===== src/rtl/vga_sync_gen.sv =====
// VGA timing generator: H/V counters with combinational sync, video-window and frame-start decode.
// Define VGA_CLK_DIV_EN to run from a 4x clock through a 2-bit prescaler; otherwise clk is the pixel clock.
module vga_sync_gen #(
   parameter int H_TOTAL      = 800,
   parameter int H_SYNC_W     = 96,
   parameter int H_DISP_FIRST = 144,
   parameter int H_DISP_LAST  = 783,
   parameter int V_TOTAL      = 525,
   parameter int V_SYNC_W     = 2,
   parameter int V_DISP_FIRST = 35,
   parameter int V_DISP_LAST  = 514
) (
   input  logic        clk,
   input  logic        reset,
   output logic [15:0] H_Counter_Value,
   output logic [15:0] V_Counter_Value,
   output logic        Hsync,
   output logic        Vsync,
   output logic        Video_On,
   output logic        Pixel_Tick,
   output logic        Frame_Start
);

   localparam logic [15:0] H_MAX   = 16'(H_TOTAL - 1);
   localparam logic [15:0] V_MAX   = 16'(V_TOTAL - 1);
   localparam logic [15:0] H_SYNC  = 16'(H_SYNC_W);
   localparam logic [15:0] V_SYNC  = 16'(V_SYNC_W);
   localparam logic [15:0] H_FIRST = 16'(H_DISP_FIRST);
   localparam logic [15:0] H_LAST  = 16'(H_DISP_LAST);
   localparam logic [15:0] V_FIRST = 16'(V_DISP_FIRST);
   localparam logic [15:0] V_LAST  = 16'(V_DISP_LAST);

   logic [15:0] h_cnt;
   logic [15:0] v_cnt;
   logic        pixel_tick;

`ifdef VGA_CLK_DIV_EN
   logic [1:0] prescale;

   always_ff @(posedge clk) begin
      if (reset) prescale <= 2'd0;
      else       prescale <= prescale + 2'd1;
   end

   // Tick on the last phase so the first advance lands on the 4th clock after release.
   assign pixel_tick = (prescale == 2'd3);
`else
   assign pixel_tick = 1'b1;
`endif

   always_ff @(posedge clk) begin
      if (reset) begin
         h_cnt <= 16'd0;
         v_cnt <= 16'd0;
      end else if (pixel_tick) begin
         if (h_cnt == H_MAX) begin
            h_cnt <= 16'd0;
            if (v_cnt == V_MAX) v_cnt <= 16'd0;
            else                v_cnt <= v_cnt + 16'd1;
         end else begin
            h_cnt <= h_cnt + 16'd1;
         end
      end
   end

   assign H_Counter_Value = h_cnt;
   assign V_Counter_Value = v_cnt;
   assign Pixel_Tick      = pixel_tick;
   assign Hsync           = !(h_cnt < H_SYNC);
   assign Vsync           = !(v_cnt < V_SYNC);
   assign Video_On        = (h_cnt >= H_FIRST) && (h_cnt <= H_LAST) &&
                            (v_cnt >= V_FIRST) && (v_cnt <= V_LAST);
   // Gated by reset so the strobe stays quiet while the counters are being held at origin.
   assign Frame_Start     = pixel_tick && !reset && (h_cnt == 16'd0) && (v_cnt == 16'd0);

endmodule


===== config.mk =====
export PLATFORM = sky130hd
export DESIGN_NAME = vga_sync_gen
export DESIGN_NICKNAME = d
export VERILOG_FILES = /design/src/rtl/vga_sync_gen.sv
export SDC_FILE = /design/constraint.sdc
export NUM_CORES = 1
export LEC_CHECK = 0
export CAP_MARGIN = 20
export CORE_UTILIZATION = 55
export CTS_CLUSTER_DIAMETER = 60
export DETAILED_ROUTE_END_ITERATION = 10
export DONT_BUFFER_PORTS = 1
export PLACE_DENSITY_LB_ADDON = 0.12
export SLEW_MARGIN = 20
export SYNTH_ARGS = -nofsm -noshare
export SYNTH_HDL_FRONTEND = slang
export SYNTH_SLANG_ARGS = --single-unit

===== constraint.sdc =====
create_clock -name clk -period 2.7 [get_ports clk]
set_clock_uncertainty 0.05 [all_clocks]
set_input_delay 0.54 -clock clk [delete_from_list [all_inputs] [get_ports clk]]
set_output_delay 0.54 -clock clk [all_outputs]
set_load 0.01 [all_outputs]

==> summary.md <==
| Metric | Value |
|---|---|
| CTS Buffer Depth | `2` |
| Vias in the first global route | `1,514` |
| Die W | `57.8 µm` |
| Ys flop type | `dfxtp_1` |
| Total vias in the final route | `1,574` |
| IR drop worst, VDD | `361 µV` |
| Routed Antenna Nets | `0` |
| Clock Sinks | `32` |
| Die Height | `57.8 µm` |
| H-tree level count | `2` |
| Worst flop-to-flop path startpoint | `V_Counter_Value[6]$_SDFFE_PP0P_` |
| RSZ-0062 raised after global routing | `yes` |
| Commonest cells in the netlist | `32 x dfxtp_1, 25 x nor2_1, 18 x nand2_1, 13 x o21ai_0, 12 x nand3_1` |
| Initial DRC count | `64` |
| Post-Syn Nets | `223` |
| WHS | `204 ps` |
| Arr. time, crit path | `2250 ps` |
| Hold WC Path Type | `input pin to flip-flop` |
| Hold path startpoint | `reset` |
| Pre-antenna DRT Iters | `7` |
| Die Area | `3350 µm²` |
| Crit Path Max Fanout | `2` |
| Crit end category | `output pin` |
| DP Wirelength | `2.95 mm` |
| Top cell type's share of synthesized area | `37.3%` |
| Worst slew margin | `55.9%` |
| Worst reg2reg endpoint | `V_Counter_Value[0]$_SDFFE_PP0P_` |
| Synth top area cells | `dfxtp_1 37%, xor2_1 5.6%, nor2_1 5.5%, nand2_1 3.9%, o21ai_0 3.8%` |
| Status | `finished with violations` |
| Final setup viols | `2` |
| Mapped Cells | `217` |
| Grt total ovfl | `0` |
| PwrDens | `467 nW/µm²` |
| # DRC | `5` |
| Register area | `643 µm²` |
| Cell row count | `19` |
| Wire per inst | `15.4 µm` |
| Final Total Pwr | `880 µW` |
| Slew Viols, Final | `0` |
| FILL cells | `261` |
| Dpl cells | `247` |
| Count of non-filler cells in the finished layout | `256` |
| Area of the multi-input gates | `1010 µm²` |
| Core Area | `2850 µm²` |
| Pin count of the biggest net entering global routing | `20` |
| Minimum clock period | `2840 ps` |
| Post-synth ARST share | `0%` |
| First-pass GRT wire length | `6.78 mm` |
| DR vias/cell | `6.15` |
| GRT Resource Usage Total | `26.5%` |
| Finished Core Util | `66.1%` |
| Cell Area, Synth | `1720 µm²` |
| Routed WL | `3.93 mm` |
| Maximum clock rate | `352 MHz` |
| CP startpoint kind | `flip-flop` |
| Antenna violations before repair | `0` |
| Syn Area/Cell | `7.91 µm²` |
| Worst slew pin tran | `658 ps` |
| EDFF count, synth | `0` |
| Root buffer cell | `clkbuf_4` |
| Initial Util | `60.1%` |
| CTS tree | `built` |
| Nets | `230` |
| Top-count cell post-synth | `dfxtp_1` |
| PnR worst setup slack | `-141 ps` |
| Clk pin slew, worst setup/hold paths | `100 ps` |
| P_leak | `0.696 nW` |
| Cts hold-fix bufs | `0` |
| Sequential area share after synthesis | `37.3%` |
| Final Hold Fails | `0` |
| Tcrit/Tclk final | `105%` |
| Later-pin clock latency in the skew report | `340 ps` |
| Area Overhead vs Synth | `9.92%` |
| WHS Endpoint | `V_Counter_Value[1]$_SDFFE_PP0P_` |
| Synthesis warning total | `0` |
| Largest area contributor in the synthesized netlist | `dfxtp_1` |
| Max Cap Viol | `0` |
| Reg2reg path depth | `6` |
| Number of I/O port buffers | `0` |
| Failing checks | `DRC, setup timing` |
| Hold Path Cell Cnt | `1` |
| Fraction of layout cells with a size suffix above 1 | `12.4%` |
| Cell variety after synth | `37` |
| Critical path class | `flip-flop to output pin` |
| WP data required | `2110 ps` |
| Routability cong. | `0.878` |
| Setup TNS | `-211 ps` |
| IO Count | `39` |
| R2R setup slack | `390 ps` |
| # diodes | `0` |
| Clock buffer count from CTS | `5` |
| #FFs+latches synth | `32` |
repair_timing:
item	in CTS	in global routing
pin swaps	2	0
buffers inserted	1	0
gates resized for setup	6	0
endpoints found under the setup margin	3	3
per-stage QoR:
step	instance area (µm²)	worst slack (ps)
floorplan	1720	158
global placement	1790	119
detailed placement	1790	88.8
CTS	1890	-142
global route	1890	-186
finish	1890	-141
area by class of cell:
cell class | instances | share of cell area, %
clock buffer | 6 | 2.19
multi-input combinational | 166 | 53.6
sequential | 32 | 34.1
clock inverter | 2 | 1.86
timing repair buffer | 12 | 4.78
tap | 31 | 2.06
inverter | 7 | 1.39
logic make-up (layout without fill, tap and decap cells):
group,count (synthesis),in the layout,synth area share [%]
AO/OA/AOI/OAI,36,36,12.8
XOR/XNOR,17,17,8.68
adder cells (fa/ha/maj),4,4,2.92
buffers and inverters,19,27,4.52
flip-flops,32,32,37.3
other,1,1,0.219
AND/OR/NAND/NOR,108,108,33.5
cells in the final DEF, fill, tap and decap left out, drive strengths merged:
| master | synthesis | layout |
|---|---|---|
| dfxtp | 32 | 32 |
| or4bb | 1 | 1 |
| or2 | 2 | 2 |
| conb | 1 | 1 |
| nand2b | 4 | 4 |
| a211o | 1 | 1 |
| buf | 3 | 12 |
| or3 | 4 | 4 |
| a211oi | 2 | 2 |
| ha | 4 | 4 |
| and2 | 2 | 2 |
| bufinv | 0 | 1 |
| nand3 | 12 | 12 |
| nor4 | 6 | 6 |
| nand4 | 7 | 7 |
| nor2 | 25 | 25 |
| nor4bb | 1 | 1 |
| nor3 | 10 | 10 |
| o41ai | 1 | 1 |
| xnor2 | 6 | 6 |
| clkinv | 0 | 1 |
| nor3b | 1 | 1 |
| inv | 7 | 7 |
| and4 | 5 | 5 |
| and3b | 1 | 1 |
| a31oi | 1 | 1 |
| a41oi | 1 | 1 |
| nand2 | 18 | 18 |
| xor2 | 11 | 11 |
| a311oi | 2 | 2 |
| clkbuf | 9 | 6 |
| and3 | 3 | 3 |
| or4 | 4 | 4 |
| o21ai | 13 | 13 |
| a21oi | 9 | 9 |
| nand3b | 2 | 2 |
| o31ai | 6 | 6 |
per-layer routing:
| metal | global-route usage, % | vias to the layer above | share of wire (%) |
|---|---|---|---|
| met5 | 0 | - | 0 |
| met4 | 8.84 | 0 | 1.3 |
| met3 | 9.15 | 6 | 7.2 |
| met2 | 40.9 | 42 | 46 |
| met1 | 34.9 | 731 | 46 |
| li1 | - | 795 | - |
sequential cells by signal, summed over array words and instances (netlist names):
name,flops
H_Counter_Value,16
V_Counter_Value,16
report_power, final:
part           switching (mW)  leakage (nW)  internal [mW]
logic                  0.0217         0.394         0.0163
registers              0.0117         0.259          0.477
clock network           0.160        0.0422          0.194
worst max-delay path, stage by stage, from the launching register on:
cell and delay [ps]:
dfxtp_2 330, or4_4 530, or3_4 340, or4_4 420, and3b_2 280
worst max-delay path by stage:
stage	from	end	slack (ps)	cells past startpoint
floorplan	V_Counter_Value[15]$_SDFFE_PP0P_	Frame_Start	160	4
global placement	V_Counter_Value[15]$_SDFFE_PP0P_	Frame_Start	120	4
finish	V_Counter_Value[12]$_SDFFE_PP0P_	Frame_Start	-140	4
CTS	V_Counter_Value[12]$_SDFFE_PP0P_	Frame_Start	-140	4
detailed placement	V_Counter_Value[15]$_SDFFE_PP0P_	Frame_Start	90	4
global route	V_Counter_Value[12]$_SDFFE_PP0P_	Frame_Start	-190	4
No activity file was read; power rests on OpenSTA's default activity.
